--- config.mk ---
export PLATFORM = sky130hd
export DESIGN_NAME = cr16_psr_cond
export DESIGN_NICKNAME = d
export VERILOG_FILES = /design/src/rtl/cr16_psr_cond.sv
export SDC_FILE = /design/constraint.sdc
export NUM_CORES = 1
export LEC_CHECK = 0
export ABC_AREA = 1
export CORE_ASPECT_RATIO = 1.25
export CORE_UTILIZATION = 43
export DETAILED_ROUTE_END_ITERATION = 6
export PLACE_DENSITY = 0.81
export RECOVER_POWER = 100
export REMOVE_ABC_BUFFERS = 1
export SYNTH_ARGS = -nofsm -noshare
export SYNTH_HDL_FRONTEND = slang
export SYNTH_SLANG_ARGS = --single-unit
--- constraint.sdc ---
create_clock -name I_CLK -period 1.8 [get_ports I_CLK]
set_clock_uncertainty 0.15 [all_clocks]
set_input_delay 0.36 -clock I_CLK [delete_from_list [all_inputs] [get_ports I_CLK]]
set_output_delay 0.36 -clock I_CLK [all_outputs]
set_load 0.03 [all_outputs]
--- src/rtl/cr16_psr_cond.sv ---
// CR16 processor status register with in-flight flag tracking and a
// one-deep condition-code evaluator behind a valid/ready handshake.
//
// state  | meaning
// -------+---------------------------------------------------------------
// IDLE   | no result held; a request is accepted whenever flags are final
// RESP   | result presented on O_TAKEN; can hand off and accept same cycle
module cr16_psr_cond #(
  parameter logic [4:0]  PSR_RESET   = 5'b00000,
  parameter int unsigned MAX_PENDING = 3
) (
  input  logic       I_CLK,
  input  logic       I_NRESET,
  input  logic       I_ALU_ISSUE,
  input  logic       I_ALU_VALID,
  input  logic [4:0] I_ALU_STATUS,
  input  logic [4:0] I_FLAG_MASK,
  input  logic       I_PSR_WE,
  input  logic [4:0] I_PSR_WDATA,
  output logic [4:0] O_PSR,
  input  logic       I_COND_VALID,
  input  logic [3:0] I_COND,
  output logic       O_COND_READY,
  output logic       O_TAKEN_VALID,
  output logic       O_TAKEN,
  input  logic       I_TAKEN_READY,
  output logic       O_ERROR
);

  typedef enum logic {
    S_IDLE = 1'b0,
    S_RESP = 1'b1
  } state_t;

  localparam logic [1:0] PEND_MAX = 2'(MAX_PENDING);

  // Flag bit positions inside the PSR
  localparam int C_BIT = 0;
  localparam int L_BIT = 1;
  localparam int F_BIT = 2;
  localparam int Z_BIT = 3;
  localparam int N_BIT = 4;

  state_t     state_q, state_d;
  logic [4:0] psr_q, psr_next;
  logic [1:0] pending_q, pending_d;
  logic       error_q, error_set;
  logic       taken_q, taken_d;
  logic       flags_ok;
  logic       cond_ready;
  logic       accept;

  function automatic logic cond_eval(input logic [3:0] code, input logic [4:0] psr);
    logic c, l, f, z, n;
    c = psr[C_BIT];
    l = psr[L_BIT];
    f = psr[F_BIT];
    z = psr[Z_BIT];
    n = psr[N_BIT];
    case (code)
      4'd0:    cond_eval = z;
      4'd1:    cond_eval = !z;
      4'd2:    cond_eval = c;
      4'd3:    cond_eval = !c;
      4'd4:    cond_eval = l;
      4'd5:    cond_eval = !l;
      4'd6:    cond_eval = n;
      4'd7:    cond_eval = !n;
      4'd8:    cond_eval = f;
      4'd9:    cond_eval = !f;
      4'd10:   cond_eval = !l && !z;
      4'd11:   cond_eval = l || z;
      4'd12:   cond_eval = !n && !z;
      4'd13:   cond_eval = n || z;
      4'd14:   cond_eval = 1'b1;
      default: cond_eval = 1'b0;
    endcase
  endfunction

  // Next PSR: explicit load wins, otherwise masked merge of ALU flags
  always_comb begin
    psr_next = psr_q;
    if (I_PSR_WE) begin
      psr_next = I_PSR_WDATA;
    end else if (I_ALU_VALID) begin
      psr_next = (psr_q & ~I_FLAG_MASK) | (I_ALU_STATUS & I_FLAG_MASK);
    end
  end

  // In-flight counter with saturation; over/underflow raise the error
  always_comb begin
    pending_d = pending_q;
    error_set = 1'b0;
    if (I_ALU_ISSUE && !I_ALU_VALID) begin
      if (pending_q == PEND_MAX) error_set = 1'b1;
      else                       pending_d = pending_q + 2'd1;
    end else if (I_ALU_VALID && !I_ALU_ISSUE) begin
      if (pending_q == 2'd0) error_set = 1'b1;
      else                   pending_d = pending_q - 2'd1;
    end
  end

  // Flags are final when nothing is in flight, or the last op lands now
  // (its flags are forwarded through psr_next). A same-cycle issue is
  // ordered after the branch, so it is ignored here.
  assign flags_ok = (pending_q == 2'd0) || ((pending_q == 2'd1) && I_ALU_VALID);

  // Handshake FSM: ready, accept, next state and the captured result
  always_comb begin
    state_d    = state_q;
    taken_d    = taken_q;
    cond_ready = flags_ok;
    if (state_q == S_RESP) cond_ready = flags_ok && I_TAKEN_READY;
    accept = I_COND_VALID && cond_ready;
    case (state_q)
      S_IDLE: begin
        if (accept) state_d = S_RESP;
      end
      S_RESP: begin
        if (I_TAKEN_READY && !accept) state_d = S_IDLE;
      end
      default: state_d = S_IDLE;
    endcase
    if (accept) taken_d = cond_eval(I_COND, psr_next);
  end

  // State and datapath registers
  always_ff @(posedge I_CLK or negedge I_NRESET) begin
    if (!I_NRESET) begin
      state_q   <= S_IDLE;
      psr_q     <= PSR_RESET;
      pending_q <= 2'd0;
      error_q   <= 1'b0;
      taken_q   <= 1'b0;
    end else begin
      state_q   <= state_d;
      psr_q     <= psr_next;
      pending_q <= pending_d;
      error_q   <= error_q | error_set;
      taken_q   <= taken_d;
    end
  end

  assign O_PSR         = psr_q;
  assign O_COND_READY  = cond_ready;
  assign O_TAKEN_VALID = (state_q == S_RESP);
  assign O_TAKEN       = taken_q;
  assign O_ERROR       = error_q;

endmodule

==> results_dict.tcl, run 1 <==
set metrics [dict create \
    status "complete, no violations" \
    vdd_drop_max_uv 543 \
    cp_cell_sequence "inv_1 > ha_2 > inv_2 > nand2_1 > nand2_1 > inv_2 > buf_6" \
    routabilityCongestion 0.826 \
    timing.hold.worst_endpoint "O_ERROR" \
    via_per_inst 4.86 \
    setup_viol 0 \
    highest-signal-layer "met4" \
    critical_path.slowest_cell "dfrtp_1" \
    fp.dieH_um 52.7 \
    clk-insertion-delay-late_ns 0.27 \
    finalSetupTns_ns 0 \
    dr.first_iter.drc_count 9 \
    stdcell_area_mm2 0.00130 \
    path_clk_slew_ns 0.06 \
    slew_at_the_pin_closest_to_its_max_slew_limit_ns 0.482 \
    cts_tree "done" \
    met3RoutedLength_um 100 \
    power_leakage_uw 0.000733 \
    final_core_utilization_pct 70.3 \
    drt.antenna.violating_nets 0 \
    rrSetupSlack_ns 0.33 \
    post_synth_inst_count 132 \
    timing.final.max_slew_violations 0 \
    floorplan.io_pins 35 \
    cp-start-kind "register" \
    critical_path.reg2reg.endpoint "O_TAKEN" \
    critPathMaxFanout 4 \
    clock_sink_total 10 \
    met2RoutedLength_mm 1.12 \
    achievable_frequency_mhz 564 \
    drive_gt1_share_pct 18.6 \
    yosys_register_bits 10 \
    cts_max_level 1 \
    internal_power_uw 623 \
    ys_warn_count 0 \
    clockPowerShare_pct 14.8 \
    route.layer.met1.wl_um 907 \
    power.share.sequential_pct 29.6 \
    grt_antenna_before_repair 0 \
    buffers_on_ports 34 \
    rsz_0062_raised_after_global_routing "yes" \
    max-slew-margin-rel_pct 67.8 \
    detailed_place.area_mm2 0.00131 \
    timing.hold.worst.start "O_ERROR" \
    post-route-drc-count 0 \
    layout_worst_path_cycle_share_pct 98.5 \
    crit_required_ns 1.29 \
    critPathKind "reg2out" \
    area.growth.synth_to_final_pct 47.3 \
    timing.critical_path.arrival_ns 1.26 \
    grt_pass1_wl_mm 3.83 \
    die-area_mm2 0.00224 \
    grt-ovfl-total 0 \
    dr.pass1.iters 4 \
    power.combinational.fraction_pct 55.6 \
    max_stage_delay_ns 0.42 \
    hold_viol_final 0 \
    route.vias.total 953 \
    holdBufCountCts 0 \
    timing.reg2reg.worst_path_depth 12 \
    cts_made_buffers 3 \
    routedWlPerCell_um 11.2 \
    timing.critical_path.to_type "output port" \
    maxCapViolCount 0 \
    gr-usage-all-layers_pct 22.8 \
    core_region_area_mm2 0.00185 \
    syn_avg_cell_area_um2 6.69 \
    synth_cell_types 18 \
    netSwitchingFraction_pct 42.2 \
    cts-root-buf "clkbuf_4" \
    power.density_mw_per_mm2 828 \
    synth.yosys.seq_area_share_pct 28.3 \
    timing.critical_path.buf_inv 4 \
    num_antenna_cells 0 \
    rr_startpoint "O_PSR[3]" \
    grt_start_max_net_pins 14 \
    finalNetCount 210 \
    cts_max_path_buffers 2 \
    rows 17 \
    post_synth_instance_area_um2 883 \
    holdPathStages 2 \
    crit_family "flip-flops" \
    die_x_um 42.5 \
    total_routed_length_mm 2.20 \
    number_of_global_route_vias_before_repair 943 \
    worstHoldPathType "reg2reg" \
    post-route-min-period_ns 1.77 \
    total_switching_power_uw 454 \
    dp.final_hpwl_mm 1.76 \
    floorplan.initialDensity_pct 47.7 \
]
==> worst reg2reg max path: cells and delay by family (launching register included) <==
kind | cells | cell delay [ns]
and+or+nand+nor | 10 | 0.70
buffers and inverters | 2 | 0.14
DFF | 1 | 0.38
==> layout by cell type, fill, tap and decap left out <==
cell,instances
dlygate4sd3_1,3
buf_4,8
dlygate4sd2_1,6
inv_2,5
clkdlybuf4s50_1,20
nand3_2,6
nand3_1,13
clkbuf_1,3
dlymetal6s2s_1,1
nor2_2,1
ha_2,1
buf_12,1
nand2_4,1
nand2_2,6
ha_1,4
o21ai_1,1
o21bai_1,1
clkbuf_4,3
nand2_1,46
xor2_1,1
dfrtp_1,10
nand3b_1,2
buf_6,1
o21ai_0,4
nor2_1,6
xnor2_1,1
inv_1,22
==> worst max path at each step <==
stage | startpoint | endpoint | cells past startpoint
2_1_floorplan | O_PSR[1] | O_TAKEN | 11
3_3_place_gp | I_ALU_VALID | pending_q[0] | 7
3_5_place_dp | I_ALU_VALID | O_TAKEN | 13
4_1_cts | O_ERROR | O_ERROR | 1
5_1_grt | pending_q[0] | O_COND_READY | 7
6_report | pending_q[0] | O_COND_READY | 7
==> kinds of logic after synthesis <==
family / after synthesis / share of synthesized area, %
DFF: 10 / 28.3
AOI/OAI and AO/OA: 6 / 3.68
buffers and inverters: 28 / 12.7
xor gates and xnor gates: 2 / 1.98
adders and majority gates: 5 / 7.08
and+or+nand+nor: 81 / 46.2
==> layout make-up <==
class                           instances  area, µm²
Clock buffer                            3       22.5
Multi-Input combinational cell         94        505
Inverter                               27        101
Tap cell                               19       23.8
Timing Repair Buffer                   43        398
Fill cell                             161        549
Sequential cell                        10        250
==> power by group through the flow <==
stage	clock network, µW	logic (µW)	registers [µW]
global route	172	660	326
detailed placement	0	583	326
CTS	163	598	320
finish	159	599	319
floorplan	0	275	380
global placement	0	570	320
==> synthesized netlist by cell type, drive strengths merged <==
cell type	count	area, µm²
nand2	53	229
inv	27	101
nand3	19	135
dfrtp	10	250
nor2	7	28.8
ha	5	62.6
o21ai	5	25.0
nand3b	2	15.0
buf	1	11.3
o21bai	1	7.51
xnor2	1	8.76
xor2	1	8.76
==> flip-flops by register name, indices dropped and copies added, names as in the netlist <==
name / count
O_PSR: 5
pending_q: 2
O_ERROR: 1
O_TAKEN: 1
O_TAKEN_VALID: 1
==> timing repair <==
action,CTS,global route
pin swaps,1,2
setup endpoints to repair,6,5
resized for setup,10,5
setup buffers,0,1
==> stage by stage <==
step	cells	worst slack, ns	hold WS, ns	total power [µW]
floorplan	131	0.338	-0.0856	655
global placement	192	-0.225	0.302	889
detailed placement	192	-0.258	0.314	909
CTS	195	0.0000686	0.287	1080
global route	196	-0.0376	0.352	1160
finish	196	0.0271	0.319	1080
==> metal layers <==
layer | vias up | GRT usage, %
li1 | 494 | -
met1 | 421 | 25.3
met2 | 29 | 41.8
met3 | 9 | 2.76
met4 | 0 | 12.5
met5 | - | 0
No activity file was read; power rests on OpenSTA's default activity.
==> run 2: changes to the inputs <==
- clock period: 1.8 -> 2 ns (I/O delays scaled with it)
==> results_dict.tcl, run 2 (synthesis gave the netlist of run 1 again) <==
set metrics [dict create \
    status "complete, no violations" \
    grt_antenna_before_repair 0 \
    floorplan.io_pins 35 \
    critPathMaxFanout 2 \
    final_core_utilization_pct 70.4 \
    area.growth.synth_to_final_pct 47.5 \
    critical_path.slowest_cell "dlygate4sd3_1" \
    cts-root-buf "clkbuf_4" \
    num_antenna_cells 0 \
    slew_at_the_pin_closest_to_its_max_slew_limit_ns 0.467 \
    netSwitchingFraction_pct 40.0 \
    number_of_global_route_vias_before_repair 873 \
    drive_gt1_share_pct 15.1 \
    post-route-drc-count 0 \
    dp.final_hpwl_mm 1.65 \
    total_routed_length_mm 1.93 \
    buffers_on_ports 34 \
    clock_sink_total 10 \
    grt-ovfl-total 0 \
    critPathKind "reg2out" \
    max-slew-margin-rel_pct 68.8 \
    cp-start-kind "register" \
    route.vias.total 901 \
    timing.final.max_slew_violations 0 \
    max_stage_delay_ns 0.74 \
    crit_family "buffers and inverters" \
    dp_cells 187 \
    routedWlPerCell_um 10.1 \
    floorplan.initialDensity_pct 47.7 \
    hold_viol_final 0 \
    die_x_um 42.5 \
    layout.cells.most_common "nand2_1" \
    die-area_mm2 0.00224 \
    number_of_flip_flops_in_the_largest_register 5 \
    path_clk_slew_ns 0.07 \
    fp.dieH_um 52.7 \
    timing.critical_path.buf_inv 1 \
    vdd_drop_max_uv 607 \
    met2RoutedLength_mm 1.00 \
    cts_max_path_buffers 2 \
    met3RoutedLength_um 64 \
    finalNetCount 204 \
    holdBufCountCts 0 \
    achievable_frequency_mhz 527 \
    cts_made_buffers 3 \
    route.layer.met1.wl_um 827 \
    clockPowerShare_pct 19.2 \
    total_switching_power_uw 379 \
    grt_start_max_net_pins 14 \
    power_leakage_uw 0.000718 \
    filler_free_cell_count_of_the_finished_design 191 \
    dr.pass1.iters 4 \
    cts_max_level 1 \
    highest-signal-layer "met4" \
    drt.antenna.violating_nets 0 \
    final_cell_mix "45 x nand2_1, 25 x inv_1, 22 x clkdlybuf4s50_1" \
    total_power_uw 948 \
    post-route-min-period_ns 1.90 \
    power.density_mw_per_mm2 728 \
    setup_bufs_post_cts 0 \
    layout_worst_path_cycle_share_pct 94.9 \
    rows 17 \
    crit_required_ns 1.45 \
    clk-insertion-delay-late_ns 0.26 \
    rsz_0062_raised_after_global_routing "no" \
    detailed_place.area_mm2 0.00127 \
    dr.first_iter.drc_count 10 \
    via_per_inst 4.72 \
    cp_cell_sequence "dlygate4sd3_1" \
    cts.repair.resized 0 \
    gr-usage-all-layers_pct 19.9 \
    grt_pass1_wl_mm 3.36 \
    power.combinational.fraction_pct 51.0 \
    maxCapViolCount 0 \
    timing.critical_path.arrival_ns 1.35 \
    cts_tree "done" \
    setup_viol 0 \
    core_region_area_mm2 0.00185 \
    power.share.sequential_pct 29.8 \
    routabilityCongestion 0.816 \
    internal_power_uw 569 \
    stdcell_area_mm2 0.00130 \
    timing.critical_path.to_type "output port" \
    worstHoldPathType "reg2reg" \
]
[run 2: per-stage QoR]
| step | hold WS (ns) | TNS [ns] | setup WS, ns |
|---|---|---|---|
| after CTS | 0.323 | 0 | 0.0204 |
| after floorplan | -0.0456 | 0 | 0.532 |
| after global routing | 0.351 | 0 | 0.0275 |
| final | 0.309 | 0 | 0.102 |
| after detailed placement | 0.305 | -0.203 | -0.0711 |
| after global placement | 0.301 | -0.166 | -0.0647 |
[run 2: path summary, 6_finish.rpt]
check,startpoint,end,slack (ns),cells after the start
min in group asynchronous,I_NRESET,O_ERROR,0.37,1
max,O_PSR[0],O_PSR[0],0.10,1
max in group asynchronous,I_NRESET,pending_q[0],1.01,1
max reg2reg,pending_q[0],pending_q[0],0.55,6
min reg2reg,O_ERROR,O_ERROR,0.31,2
min,O_ERROR,O_ERROR,0.31,2
[run 2: layout make-up]
cell class              instances  area, µm²
well taps                      19       23.8
clock buffers                   4       36.3
fillers                       163        548
flip-flops and latches         10        250
multi-input cells              94        515
inverters                      27        101
repair buffers                 37        375
[run 2: power groups by stage]
stage | clock network [µW] | registers (µW) | logic (µW)
floorplan | 0 | 342 | 247
global placement | 0 | 287 | 486
detailed placement | 0 | 289 | 499
CTS | 188 | 285 | 502
global route | 201 | 288 | 538
finish | 182 | 282 | 483
[run 2: tightest hold or removal path, stage by stage (launching register included)]
cell     delay [ns]
dfrtp_1        0.34
inv_1          0.04
nand2_1        0.05
[run 2: routing by layer]
layer,global-route usage (%),up-vias
met5,0,-
met4,12.5,0
met3,1.38,2
met2,36.7,20
met1,22.0,395
li1,-,484
